### src/rtl/vga_pkg.sv
// Shared types and colour constants for the sprite bouncer pixel stage.
package vga_pkg;

   typedef struct packed {
      logic [7:0] r;
      logic [7:0] g;
      logic [7:0] b;
   } rgb_t;

   typedef enum logic {POS = 1'b0, NEG = 1'b1} dir_t;

   localparam logic [9:0] PIX_INVALID = 10'h3FF;

   localparam rgb_t BG_LIGHT = '{r: 8'h60, g: 8'h60, b: 8'h60};
   localparam rgb_t BG_DARK  = '{r: 8'h20, g: 8'h20, b: 8'h20};

   // Red, orange, yellow, green, cyan, blue, magenta, white.
   localparam rgb_t PALETTE [0:7] = '{
      '{r: 8'hFF, g: 8'h00, b: 8'h00},
      '{r: 8'hFF, g: 8'h80, b: 8'h00},
      '{r: 8'hFF, g: 8'hFF, b: 8'h00},
      '{r: 8'h00, g: 8'hFF, b: 8'h00},
      '{r: 8'h00, g: 8'hFF, b: 8'hFF},
      '{r: 8'h00, g: 8'h00, b: 8'hFF},
      '{r: 8'hFF, g: 8'h00, b: 8'hFF},
      '{r: 8'hFF, g: 8'hFF, b: 8'hFF}
   };

endpackage

### src/rtl/sprite_axis_mover.sv
// One axis of sprite motion: position register plus POS/NEG direction FSM.
module sprite_axis_mover
   import vga_pkg::*;
#(
   parameter int LIMIT = 608,
   parameter int START = 0
) (
   input  logic       clk,
   input  logic       n_rst,
   input  logic       tick,
   input  logic [2:0] step,
   output logic [9:0] pos,
   output logic       hit
);

   localparam logic [10:0] LIM = 11'(LIMIT);

   dir_t        r_dir;
   dir_t        w_dir_nxt;
   logic [9:0]  r_pos;
   logic [9:0]  w_pos_nxt;
   logic [10:0] w_sum;

   // 11-bit sum so a step past the far edge cannot wrap.
   assign w_sum = {1'b0, r_pos} + {8'd0, step};

   always_ff @(posedge clk) begin
      if (!n_rst) begin
         r_dir <= POS;
         r_pos <= 10'(START);
      end else begin
         r_dir <= w_dir_nxt;
         r_pos <= w_pos_nxt;
      end
   end

   always_comb begin
      w_dir_nxt = r_dir;
      w_pos_nxt = r_pos;
      hit       = 1'b0;
      if (tick) begin
         case (r_dir)
            POS: begin
               if (w_sum >= LIM) begin
                  w_pos_nxt = LIM[9:0];
                  w_dir_nxt = NEG;
                  hit       = 1'b1;
               end else begin
                  w_pos_nxt = w_sum[9:0];
               end
            end
            NEG: begin
               if (r_pos <= {7'd0, step}) begin
                  w_pos_nxt = '0;
                  w_dir_nxt = POS;
                  hit       = 1'b1;
               end else begin
                  w_pos_nxt = r_pos - {7'd0, step};
               end
            end
            default: ;
         endcase
      end
   end

   assign pos = r_pos;

endmodule

### src/rtl/vga_sprite_bouncer.sv
// Pixel-colour stage: checkerboard background with one bouncing, colour-cycling sprite.
module vga_sprite_bouncer
   import vga_pkg::*;
#(
   parameter int SPRITE_W = 32,
   parameter int SPRITE_H = 32,
   parameter int H_VIS    = 640,
   parameter int V_VIS    = 480,
   parameter int START_X  = 0,
   parameter int START_Y  = 0
) (
   input  logic       clk,
   input  logic       n_rst,
   input  logic [9:0] hPix,
   input  logic [9:0] vPix,
   input  logic       n_blank,
   input  logic       v_sync,
   input  logic       vga_clk,
   input  logic [1:0] speed,
   input  logic       pause,
   output logic [7:0] red,
   output logic [7:0] green,
   output logic [7:0] blue,
   output logic [7:0] bounce_count
);

   logic       r_v_sync_d;
   logic       w_frame_tick;
   logic       w_tick;
   logic [2:0] w_step;
   logic [9:0] w_x;
   logic [9:0] w_y;
   logic       w_hit_x;
   logic       w_hit_y;
   logic [2:0] r_idx;
   logic [7:0] r_bounce;
   logic       w_in_x;
   logic       w_in_y;
   rgb_t       w_pix;
   rgb_t       r_rgb;

   assign w_frame_tick = r_v_sync_d & ~v_sync;
   assign w_tick       = w_frame_tick & ~pause;
   assign w_step       = {1'b0, speed} + 3'd1;

   sprite_axis_mover #(.LIMIT(H_VIS - SPRITE_W), .START(START_X)) u_mover_x (
      .clk   (clk),
      .n_rst (n_rst),
      .tick  (w_tick),
      .step  (w_step),
      .pos   (w_x),
      .hit   (w_hit_x)
   );

   sprite_axis_mover #(.LIMIT(V_VIS - SPRITE_H), .START(START_Y)) u_mover_y (
      .clk   (clk),
      .n_rst (n_rst),
      .tick  (w_tick),
      .step  (w_step),
      .pos   (w_y),
      .hit   (w_hit_y)
   );

   // A corner hit is a single bounce.
   always_ff @(posedge clk) begin
      if (!n_rst) begin
         r_v_sync_d <= 1'b1;
         r_idx      <= '0;
         r_bounce   <= '0;
      end else begin
         r_v_sync_d <= v_sync;
         if (w_hit_x | w_hit_y) begin
            r_idx    <= r_idx + 3'd1;
            r_bounce <= r_bounce + 8'd1;
         end
      end
   end

   assign w_in_x = ({1'b0, hPix} >= {1'b0, w_x}) &&
                   ({1'b0, hPix} <  ({1'b0, w_x} + 11'(SPRITE_W)));
   assign w_in_y = ({1'b0, vPix} >= {1'b0, w_y}) &&
                   ({1'b0, vPix} <  ({1'b0, w_y} + 11'(SPRITE_H)));

   always_comb begin
      w_pix = '0;
      if (n_blank && (hPix != PIX_INVALID) && (vPix != PIX_INVALID)) begin
         if (w_in_x && w_in_y) begin
            w_pix = PALETTE[r_idx];
         end else if (hPix[5] ^ vPix[5]) begin
            w_pix = BG_LIGHT;
         end else begin
            w_pix = BG_DARK;
         end
      end
   end

   always_ff @(posedge clk) begin
      if (!n_rst) begin
         r_rgb <= '0;
      end else if (vga_clk) begin
         r_rgb <= w_pix;
      end
   end

   assign red          = r_rgb.r;
   assign green        = r_rgb.g;
   assign blue         = r_rgb.b;
   assign bounce_count = r_bounce;

endmodule
### config.mk
export PLATFORM = sky130hd
export DESIGN_NAME = vga_sprite_bouncer
export DESIGN_NICKNAME = d
export VERILOG_FILES = /design/src/rtl/vga_pkg.sv /design/src/rtl/sprite_axis_mover.sv /design/src/rtl/vga_sprite_bouncer.sv
export SDC_FILE = /design/constraint.sdc
export NUM_CORES = 1
export LEC_CHECK = 0
export ABC_AREA = 1
export CORE_MARGIN = 2
export CORE_UTILIZATION = 51
export DETAILED_ROUTE_END_ITERATION = 12
export PLACE_DENSITY = 0.78
export SLEW_MARGIN = 15
export SYNTH_ARGS = -nofsm -noshare
export SYNTH_HDL_FRONTEND = slang
export SYNTH_HIERARCHICAL = 1
export SYNTH_SLANG_ARGS = --single-unit
### constraint.sdc
create_clock -name clk -period 3.1 [get_ports clk]
set_input_delay 0.62 -clock clk [delete_from_list [all_inputs] [get_ports clk]]
set_output_delay 0.62 -clock clk [all_outputs]
set_load 0.005 [all_outputs]
==> impl_metrics.yaml <==
yosys:
  yosys.area.top_type_share: 0.197
  ys_top_cells_by_area: "dfxtp_1, ha_1, nand2_1"
  syn_area_um2: 4480
  mappedNetlistNets: 756
  ys.flop_type: "dfxtp_1"
  synth_cell_types: 39
  synth_top_cell_by_area: "dfxtp_1"
  synth_commonest_cells: "nand2_1, inv_1, a21oi_1, ha_1, nor2_1"
  synth_seq_cells: 44
  synth_edf_count: 0
  ys_async_sr_fraction: 0
  seq_area_frac_synth: 0.197
  synthCells: 676
  synth.most_common_cell: "nand2_1"
  yosysWarnings: 6
  syn_area_per_cell_um2: 6.63
worst_setup_path:
  setup.worst_path.start: "speed[1]"
  reg2reg_depth: 19
  r2r_end: "bounce_count[6]"
  worst_path_max_delay_cell: "ha_4"
  crit_fanout: 6
  critPathKind: "in2reg"
  critPathCapture: "u_mover_x/pos[9]"
  cp.required_ps: 3350
  r2r-start: "u_mover_x/pos[0]"
  cp.arrival_ps: 3250
  path_cells: "clkdlybuf4s15_1 > ha_4 > inv_4 > ha_4 > inv_1 > nand2_1 > nand2_2 > nand3_2 > o21ai_1 > o21ai_1 > buf_4 > buf_4 > buf_4 > buf_4 > buf_4 > buf_4 > buf_4 > buf_4 > o211ai_1 > nand2_1 > inv_1"
  start_kind: "input port"
  ff2ff_setup_slack_ps: 330
  crit_path_max_incr_delay_ps: 330
  cpMostUsedCell: "buf_4"
  end_kind: "register"
sta:
  finClkSkew_ps: 7.16
  fin_crit_sh: 0.967
  max_freq_mhz: 334
  worstMarginPinSlew_ps: 623
  maxSlewHeadroom: 0.583
  drv_slew: 0
  setup_viol: 0
  rsz0062_at_grt: "false"
  worst_slack_ps: 102
  fin_crit_ps: 3000
  hold_viol_final: 0
drt:
  routed_via_density: 5.39
  drc: 0
  via_count: 4747
  first_iter_violations: 301
  wl_per_cell_um: 13.7
  postRouteAntennaNets: 0
  first_pass_iters: 6
  wl_um: 12100
hold_path:
  holdCritPathClass: "reg2reg"
floorplan:
  start_util: 0.519
  fp.dieArea_um2: 9550
  num_rows: 34
  core_area_um2: 8640
  io_pins: 60
  die_h_um: 97.7
  dieWidth_um: 97.7
clock_tree:
  cts_tree: "done"
  root_buffer: "clkbuf_8"
  numCtsBuffers: 5
  holdBufCountCts: 0
  clock_latency_ps: 300
  clk_pin_slew_worst_paths_ps: 80
  cts_max_level: 2
  clkSinkCount: 44
  clockBufferDepth: 2
outcome:
  status: "completed"
placed_design:
  dp_slack_ps: -532
  dpl.cell_count: 854
  gp_congestion: 0.967
  port_buffers: 59
  dp_hpwl_um: 9210
cells_and_area:
  drive_above_1_share: 0.199
  n_antenna_cell: 0
  fillers: 726
  synthToLayoutAreaGrowth_pct: 27.1
  final_nets: 851
  final_cells: 880
power:
  powerDensity_nw_per_um2: 315
  p_leak_uw: 0.00268
  ir_drop_v: 0.000160
  power_uw: 1790
grt:
  grt_usage: 0.248
  overflow: 0
  antenna_found_initial: 0
  grt_pass1_wl_um: 20000
  grt_max_degree: 24
  grt_pass1_vias: 4421
job:
  drv_cap: 0
state kept, by name, indices dropped and copies added (netlist names):
| register | flops |
|---|---|
| blue | 3 |
| r_v_sync_d | 1 |
| red | 3 |
| bounce_count | 8 |
| green | 4 |
| u_mover_x/r_dir | 1 |
| u_mover_x/pos | 10 |
| u_mover_y/pos | 10 |
| u_mover_y/r_dir | 1 |
| r_idx | 3 |
metrics by stage:
stage	hold WS, ps	setup TNS [ps]	util	cell area (um2)
finish	466	0	0.659	5690
detailed placement	453	-3480	0.615	5310
floorplan	446	0	-	4490
global placement	449	-2590	0.615	5310
CTS	466	0	0.641	5530
global route	493	0	0.659	5690
cells in the final DEF, fill, tap and decap left out, types with 2 or more instances in the layout:
cell type,n
ha_4,4
inv_2,13
nand4_1,15
dfxtp_1,44
nor3_1,7
nor2_1,43
nand2_1,136
o21ai_0,31
nand2_4,6
a21o_1,7
nand3_2,10
clkdlybuf4s50_1,57
a31oi_1,2
buf_4,57
o211ai_1,3
nor2_4,8
o21ai_1,5
xor2_1,18
fa_2,3
xnor2_1,5
a21oi_2,4
inv_1,98
nor2_2,10
clkbuf_8,7
nor3_2,2
a21oi_1,55
nand2_2,18
nand3_1,42
ha_1,44
clkinv_1,2
how the worst min path moves through the flow:
stage | start | endpoint | slack [ps] | cells after the start
after global routing | green[5] | green[5] | 490 | 2
after detailed placement | bounce_count[7] | bounce_count[7] | 450 | 1
after CTS | bounce_count[7] | bounce_count[7] | 470 | 1
after global placement | bounce_count[7] | bounce_count[7] | 450 | 1
after floorplan | bounce_count[7] | bounce_count[7] | 450 | 1
final | blue[5] | blue[5] | 470 | 2
metal layers:
| metal | part of all wire | wire (um) | GRT usage | vias to the layer above |
|---|---|---|---|---|
| li1 | - | - | - | 2346 |
| met1 | 0.41 | 5000 | 0.289 | 2173 |
| met2 | 0.49 | 5930 | 0.447 | 183 |
| met3 | 0.050 | 606 | 0.0345 | 45 |
| met4 | 0.044 | 528 | 0.116 | 0 |
| met5 | 0 | 0 | 0 | - |
area by class of cell:
| cell class | instances | area [um2] | area share |
|---|---|---|---|
| Tap cell | 108 | 135 | 0.0237 |
| Sequential cell | 44 | 881 | 0.155 |
| Multi-Input combinational cell | 489 | 3100 | 0.545 |
| Timing Repair Buffer | 116 | 1010 | 0.178 |
| Inverter | 115 | 435 | 0.0765 |
| Clock inverter | 1 | 30.0 | 0.00528 |
| Clock buffer | 7 | 96.3 | 0.0169 |
logic make-up after synthesis:
group,count (synthesis),share of synthesized area
DFF,44,0.197
adders and majority gates,52,0.152
AOI/OAI and AO/OA,111,0.137
buffers and inverters,143,0.142
and+or+nand+nor,303,0.328
xor gates and xnor gates,23,0.0450
timing repair:
| action | CTS | global route |
|---|---|---|
| buffers inserted | 10 | 8 |
| pin swaps | 4 | 17 |
| setup endpoints to repair | 4 | 7 |
| gates resized for setup | 10 | 30 |
power breakdown:
group          internal, uW  switching (uW)
combinational           298             357
clock                   285             205
sequential              591            55.9
worst max-delay path: cells and delay by family:
kind / cells / cell delay [ps]
adder cells (fa/ha/maj): 2 / 540
AND/OR/NAND/NOR: 4 / 320
AO/OA/AOI/OAI: 3 / 410
buffers and inverters: 12 / 1340
No activity file was read; power rests on OpenSTA's default activity.
